[config.mk]
export PLATFORM = sky130hd
export DESIGN_NAME = cache_arbiter
export DESIGN_NICKNAME = d
export VERILOG_FILES = /design/src/rtl/cache_arbiter_pkg.sv /design/src/rtl/sat_counter.sv /design/src/rtl/cache_arbiter.sv
export SDC_FILE = /design/constraint.sdc
export NUM_CORES = 1
export LEC_CHECK = 0
export CAP_MARGIN = 20
export CORE_AREA = 10 10 551 553
export CTS_CLUSTER_DIAMETER = 120
export DETAILED_ROUTE_END_ITERATION = 16
export DIE_AREA = 0 0 561 563
export PLACE_DENSITY = 0.3
export SYNTH_ARGS = -nofsm -noshare
export SYNTH_HDL_FRONTEND = slang
export SYNTH_SLANG_ARGS = --single-unit
[constraint.sdc]
create_clock -name clk -period 2.5 [get_ports clk]
set_input_delay 0.25 -clock clk [delete_from_list [all_inputs] [get_ports clk]]
set_output_delay 0.25 -clock clk [all_outputs]
set_load 0.01 [all_outputs]
[src/rtl/cache_arbiter_pkg.sv]
// arbiter_types: shared FSM/grant enums and default widths for cache_arbiter
// Contents:
//   arb_state_t  - arbiter FSM states
//   grant_t      - identity of the most recently granted requester
//   DEF_*        - default parameter values
package arbiter_types;
    typedef enum logic [1:0] {IDLE, SERVE_I, SERVE_D} arb_state_t;
    typedef enum logic {GRANT_I, GRANT_D} grant_t;
    localparam int DEF_LINE_WIDTH = 256;
    localparam int DEF_ADDR_WIDTH = 32;
    localparam int DEF_CNT_WIDTH  = 32;
endpackage

[src/rtl/sat_counter.sv]
// sat_counter: up-counter that sticks at all-ones instead of wrapping
// Ports:
//   clk, rst - clock, synchronous active-high reset (clears count)
//   inc      - advance by one when not already saturated
//   count    - current value
module sat_counter #(
    parameter int WIDTH = 32
) (
    input  logic             clk,
    input  logic             rst,
    input  logic             inc,
    output logic [WIDTH-1:0] count
);
    always_ff @(posedge clk) begin
        if (rst)
            count <= '0;
        else if (inc && count != '1)
            count <= count + 1'b1;
    end
endmodule

[src/rtl/cache_arbiter.sv]
// cache_arbiter: round-robin sharing of one memory line port between I-cache and D-cache
// Ports:
//   clk, rst                         - clock, synchronous active-high reset
//   i_read/i_address                 - I-cache line read request (held until i_resp)
//   i_rdata/i_resp                   - I-cache returned line and completion
//   d_read/d_write/d_address/d_wdata - D-cache line read or writeback request
//   d_rdata/d_resp                   - D-cache returned line and completion
//   mem_*                            - registered strobes/address/data to memory, rdata/resp back
//   i_grant_count/d_grant_count      - saturating per-requester grant counters
module cache_arbiter
    import arbiter_types::*;
#(
    parameter int LINE_WIDTH = DEF_LINE_WIDTH,
    parameter int ADDR_WIDTH = DEF_ADDR_WIDTH,
    parameter int CNT_WIDTH  = DEF_CNT_WIDTH
) (
    input  logic                  clk,
    input  logic                  rst,
    input  logic                  i_read,
    input  logic [ADDR_WIDTH-1:0] i_address,
    output logic [LINE_WIDTH-1:0] i_rdata,
    output logic                  i_resp,
    input  logic                  d_read,
    input  logic                  d_write,
    input  logic [ADDR_WIDTH-1:0] d_address,
    input  logic [LINE_WIDTH-1:0] d_wdata,
    output logic [LINE_WIDTH-1:0] d_rdata,
    output logic                  d_resp,
    output logic                  mem_read,
    output logic                  mem_write,
    output logic [ADDR_WIDTH-1:0] mem_address,
    output logic [LINE_WIDTH-1:0] mem_wdata,
    input  logic [LINE_WIDTH-1:0] mem_rdata,
    input  logic                  mem_resp,
    output logic [CNT_WIDTH-1:0]  i_grant_count,
    output logic [CNT_WIDTH-1:0]  d_grant_count
);
    arb_state_t            r_state;
    grant_t                r_last_grant;
    logic                  r_mem_read;
    logic                  r_mem_write;
    logic [ADDR_WIDTH-1:0] r_mem_address;
    logic [LINE_WIDTH-1:0] r_mem_wdata;
    logic                  w_i_req;
    logic                  w_d_req;
    logic                  w_grant_i;
    logic                  w_grant_d;

    assign w_i_req = i_read;
    assign w_d_req = d_read | d_write;
    // On a tie the requester that was not served last wins
    assign w_grant_d = (r_state == IDLE) && w_d_req && (!w_i_req || r_last_grant == GRANT_I);
    assign w_grant_i = (r_state == IDLE) && w_i_req && !w_grant_d;

    always_ff @(posedge clk) begin
        if (rst) begin
            r_state       <= IDLE;
            r_last_grant  <= GRANT_I;
            r_mem_read    <= 1'b0;
            r_mem_write   <= 1'b0;
            r_mem_address <= '0;
            r_mem_wdata   <= '0;
        end else begin
            case (r_state)
                IDLE: begin
                    if (w_grant_i) begin
                        r_state       <= SERVE_I;
                        r_last_grant  <= GRANT_I;
                        r_mem_read    <= 1'b1;
                        r_mem_write   <= 1'b0;
                        r_mem_address <= i_address;
                    end else if (w_grant_d) begin
                        // read+write together is illegal; resolved as a write
                        r_state       <= SERVE_D;
                        r_last_grant  <= GRANT_D;
                        r_mem_read    <= ~d_write;
                        r_mem_write   <= d_write;
                        r_mem_address <= d_address;
                        r_mem_wdata   <= d_wdata;
                    end
                end
                SERVE_I, SERVE_D: begin
                    if (mem_resp) begin
                        r_state     <= IDLE;
                        r_mem_read  <= 1'b0;
                        r_mem_write <= 1'b0;
                    end
                end
                default: begin
                    r_state     <= IDLE;
                    r_mem_read  <= 1'b0;
                    r_mem_write <= 1'b0;
                end
            endcase
        end
    end

    assign mem_read    = r_mem_read;
    assign mem_write   = r_mem_write;
    assign mem_address = r_mem_address;
    assign mem_wdata   = r_mem_wdata;
    assign i_resp      = (r_state == SERVE_I) && mem_resp;
    assign d_resp      = (r_state == SERVE_D) && mem_resp;
    assign i_rdata     = mem_rdata;
    assign d_rdata     = mem_rdata;

    sat_counter #(.WIDTH(CNT_WIDTH)) u_i_cnt (
        .clk   (clk),
        .rst   (rst),
        .inc   (w_grant_i),
        .count (i_grant_count)
    );

    sat_counter #(.WIDTH(CNT_WIDTH)) u_d_cnt (
        .clk   (clk),
        .rst   (rst),
        .inc   (w_grant_d),
        .count (d_grant_count)
    );

    a_no_rw_conflict: assert property (@(posedge clk) disable iff (rst) !(d_read && d_write));
endmodule
==> run_results.csv <==
group,metric,value,unit
sta,finalCriticalPeriod,2.311,ns
worst_hold_path,min_path_cells,3,
grt,grt_usage,9.621,%
worst_hold_path,hp-class,"in -> reg",
synth,async_flop_share,0,%
clock_network,clockRootBuffer,"clkbuf_16",
synth,ys_seq_area_share,41.33,%
sta,clock_skew,0.02846,ns
sta,finalHoldViolCount,0,
sta,tightest_slew,0.8504,ns
synth,synth_ff_type,"dfxtp_1",
sta,max_freq,0.4327,GHz
worst_setup_path,worstSetupPathType,"reg -> reg",
placement,portBuffers,681,
worst_setup_path,reg2reg_slack,0.19,ns
synth,netlist_top_cells_area,"dfxtp_1, buf_4, nand2_1",
pwr,p_leak,8.734,nW
grt,grt_pass1_vias,16250,
routing,remaining_drc_errors,0,
routing,drt_iter0_markers,917,
worst_setup_path,critPathSlowestCell,"or4_1",
worst_setup_path,rr_worst_depth,7,
synth,synth-seq-cells,357,
finish,layout_commonest_cell,"clkdlybuf4s50_1",
routing,post_drt_wl_per_cell,25.25,um
worst_setup_path,critPathCaptureType,"flip-flop",
routing,firstDrtPassIters,8,
routing,ant_nets,0,
routing,vias_per_cell,2.489,
finish,syn_to_final_growth,58.76,%
grt,grt_max_degree,66,
sta,whs,0.1197,ns
clock_network,htreeDepth,2,
placement,dp.cells,6259,
worst_setup_path,rr_startpoint,"u_d_cnt.count[0]",
synth,synth-edff-count,0,
floorplanning,initial_core_util,5.911,%
synth,syn_area,17290,sq um
worst_setup_path,crit_chain,"ha_1, and4_1, and4_1, and3_1, buf_4, or4_1, a21oi_1",
worst_setup_path,slowest_delay,0.47,ns
worst_setup_path,critical_path.most_common_cell,"and4_1",
synth,synth_cells,2202,
clock_network,cts.repair.resized,0,
finish,fin_nets,2982,
synth,avgSynthCellArea,7.854,sq um
grt,antenna_found_initial,52,
worst_setup_path,worst-path-max-fanout,12,
floorplanning,pin_count,1450,
placement,routabilityCongestion,0.7796,
finish,drive_gt1_share,8.422,%
clock_network,clk_latency,0.68,ns
synth,ys_types,42,
floorplanning,core_area,292600,sq um
clock_network,cts_tree,"done",
placement,hpwlAfterDp,139.1,mm
synth,netlist.area_leader.share,41.33,%
routing,vias,15830,
sta,rsz0062_at_grt,"no",
floorplanning,die_w,561,um
pwr,p_per_area,882.2,nW/um^2
run_status,status,"completed",
floorplanning,die_h,563,um
sta,maxSlewViolCount,0,
synth,yosysWarningCount,0,
worst_hold_path,hp-start,"d_wdata[17]",
floorplanning,rows,199,
flow_run,maxCapViolations,0,
synth,synth.net_count,2789,
worst_setup_path,arrival,2.91,ns
sta,period_share,92.45,%
grt,grt_overflow,0,
worst_setup_path,critPathRequiredTime,3.10,ns
floorplanning,dieArea,315800,sq um
clock_network,path_clk_slew,0.06,ns
routing,drt_wl_total,160.6,mm
clock_network,numCtsBuffers,52,
worst_hold_path,min_to,"mem_wdata[17]",
grt,grt_pass1_wl,198.2,mm
sta,finalSetupViolCount,0,
synth,yosysTopAreaCell,"dfxtp_1",
clock_network,cts_sinks,357,
clock_network,clock_path_buffers,3,
finish,fin_cells,6361,
pwr,peakVddDrop,0.4780,mV
sta,slew_headroom,43.31,%
finish,final_cell_mix,"clkdlybuf4s50_1, nand2_1, dfxtp_1, a21oi_1, buf_4",
worst_setup_path,rr_endpoint,"u_d_cnt.count[5]",
worst_setup_path,start_kind,"flip-flop",
==> registers in the layout, indices dropped and copies added (netlist names) <==
register,cells
mem_write,1
mem_wdata,256
u_i_cnt.count,32
r_last_grant,1
mem_read,1
r_state,2
u_d_cnt.count,32
mem_address,32
==> cells in the mapped netlist, drive strengths merged (11+ instances only) <==
cell type / n
a21oi: 302
a222oi: 14
a311oi: 18
and2: 11
and3: 12
and4: 15
buf: 525
clkbuf: 113
dfxtp: 357
nand2: 581
nand3: 20
nand4: 16
nor2: 58
o21ai: 24
o31ai: 20
or3: 27
or4: 18
xnor2: 13
==> final cells by class <==
type / count / area (sq um)
Sequential cell: 357 / 7147
Inverter: 7 / 26.28
Timing Repair Buffer: 777 / 7765
Fill cell: 34090 / 265100
Antenna cell: 8 / 20.02
Multi-Input combinational cell: 1200 / 5801
Clock inverter: 16 / 236.5
Tap cell: 3919 / 4903
Clock buffer: 77 / 1558
==> per-stage QoR <==
| stage | power, mW | utilization [%] | worst slack [ns] | setup TNS (ns) | instance area, sq um |
|---|---|---|---|---|---|
| after CTS | 25.12 | 9.378 | 0.03676 | 0 | 27440 |
| after floorplan | 11.23 | - | 0.3038 | 0 | 17290 |
| final | 24.22 | 9.385 | 0.1888 | 0 | 27460 |
| after global placement | 16.76 | 8.761 | -0.2258 | -2.064 | 25630 |
| after global routing | 25.76 | 9.381 | 0.01198 | 0 | 27440 |
| after detailed placement | 16.71 | 8.761 | -0.2166 | -1.716 | 25630 |
==> cells by family (layout without fill, tap and decap cells) <==
family	Yosys count	count (layout)	share of synthesized area (%)
simple gates	780	780	19.20
fa+ha+maj	5	5	0.3617
mux	5	5	0.3183
buf+inv	645	877	25.21
other cells	0	8	0
xor+xnor	14	14	0.7090
compound gates	396	396	12.88
flops	357	357	41.33
==> routing by layer <==
| layer | vias to the layer above | wire length (um) | share of wire [%] | GRT usage, % |
|---|---|---|---|---|
| met3 | 403 | 30040 | 19 | 8.136 |
| met4 | 20 | 8752 | 5.4 | 4.651 |
| met1 | 7206 | 49250 | 31 | 8.528 |
| met2 | 1047 | 72440 | 45 | 15.47 |
| met5 | - | 152 | 0.095 | 0 |
| li1 | 7158 | - | - | - |
==> repair_timing <==
action,in CTS,in global routing
endpoints found under the hold margin,7,0
setup buffers,0,0
setup endpoints to repair,0,0
hold buffers,1,0
==> worst max-delay path: cells and delay by family, from the launching register on <==
family,cells,cell delay [ns]
AND/OR/NAND/NOR,4,1.33
flip-flops,1,0.32
adder cells (fa/ha/maj),1,0.23
buffers and inverters,1,0.22
AO/OA/AOI/OAI,1,0.15
==> report_power, final <==
group	leakage [nW]	total [mW]	switching (mW)	internal (mW)
registers	2.93	7.40	0.693	6.71
clock network	0.875	8.03	3.23	4.80
logic	4.93	8.79	5.26	3.52
total	8.73	24.2	9.19	15.0
==> how the worst max path moves through the flow <==
stage                          start                 to  slack (ns)  cells after the start
floorplan           u_d_cnt.count[0]  u_d_cnt.count[15]        0.30                      9
global placement             d_write  u_i_cnt.count[20]       -0.23                      9
detailed placement           d_write  u_i_cnt.count[20]       -0.22                      9
CTS                   mem_address[6]     mem_address[6]        0.04                      1
global route        u_d_cnt.count[0]   u_d_cnt.count[5]        0.01                      7
finish              u_d_cnt.count[0]   u_d_cnt.count[5]        0.19                      7
No activity file was read; power rests on OpenSTA's default activity.
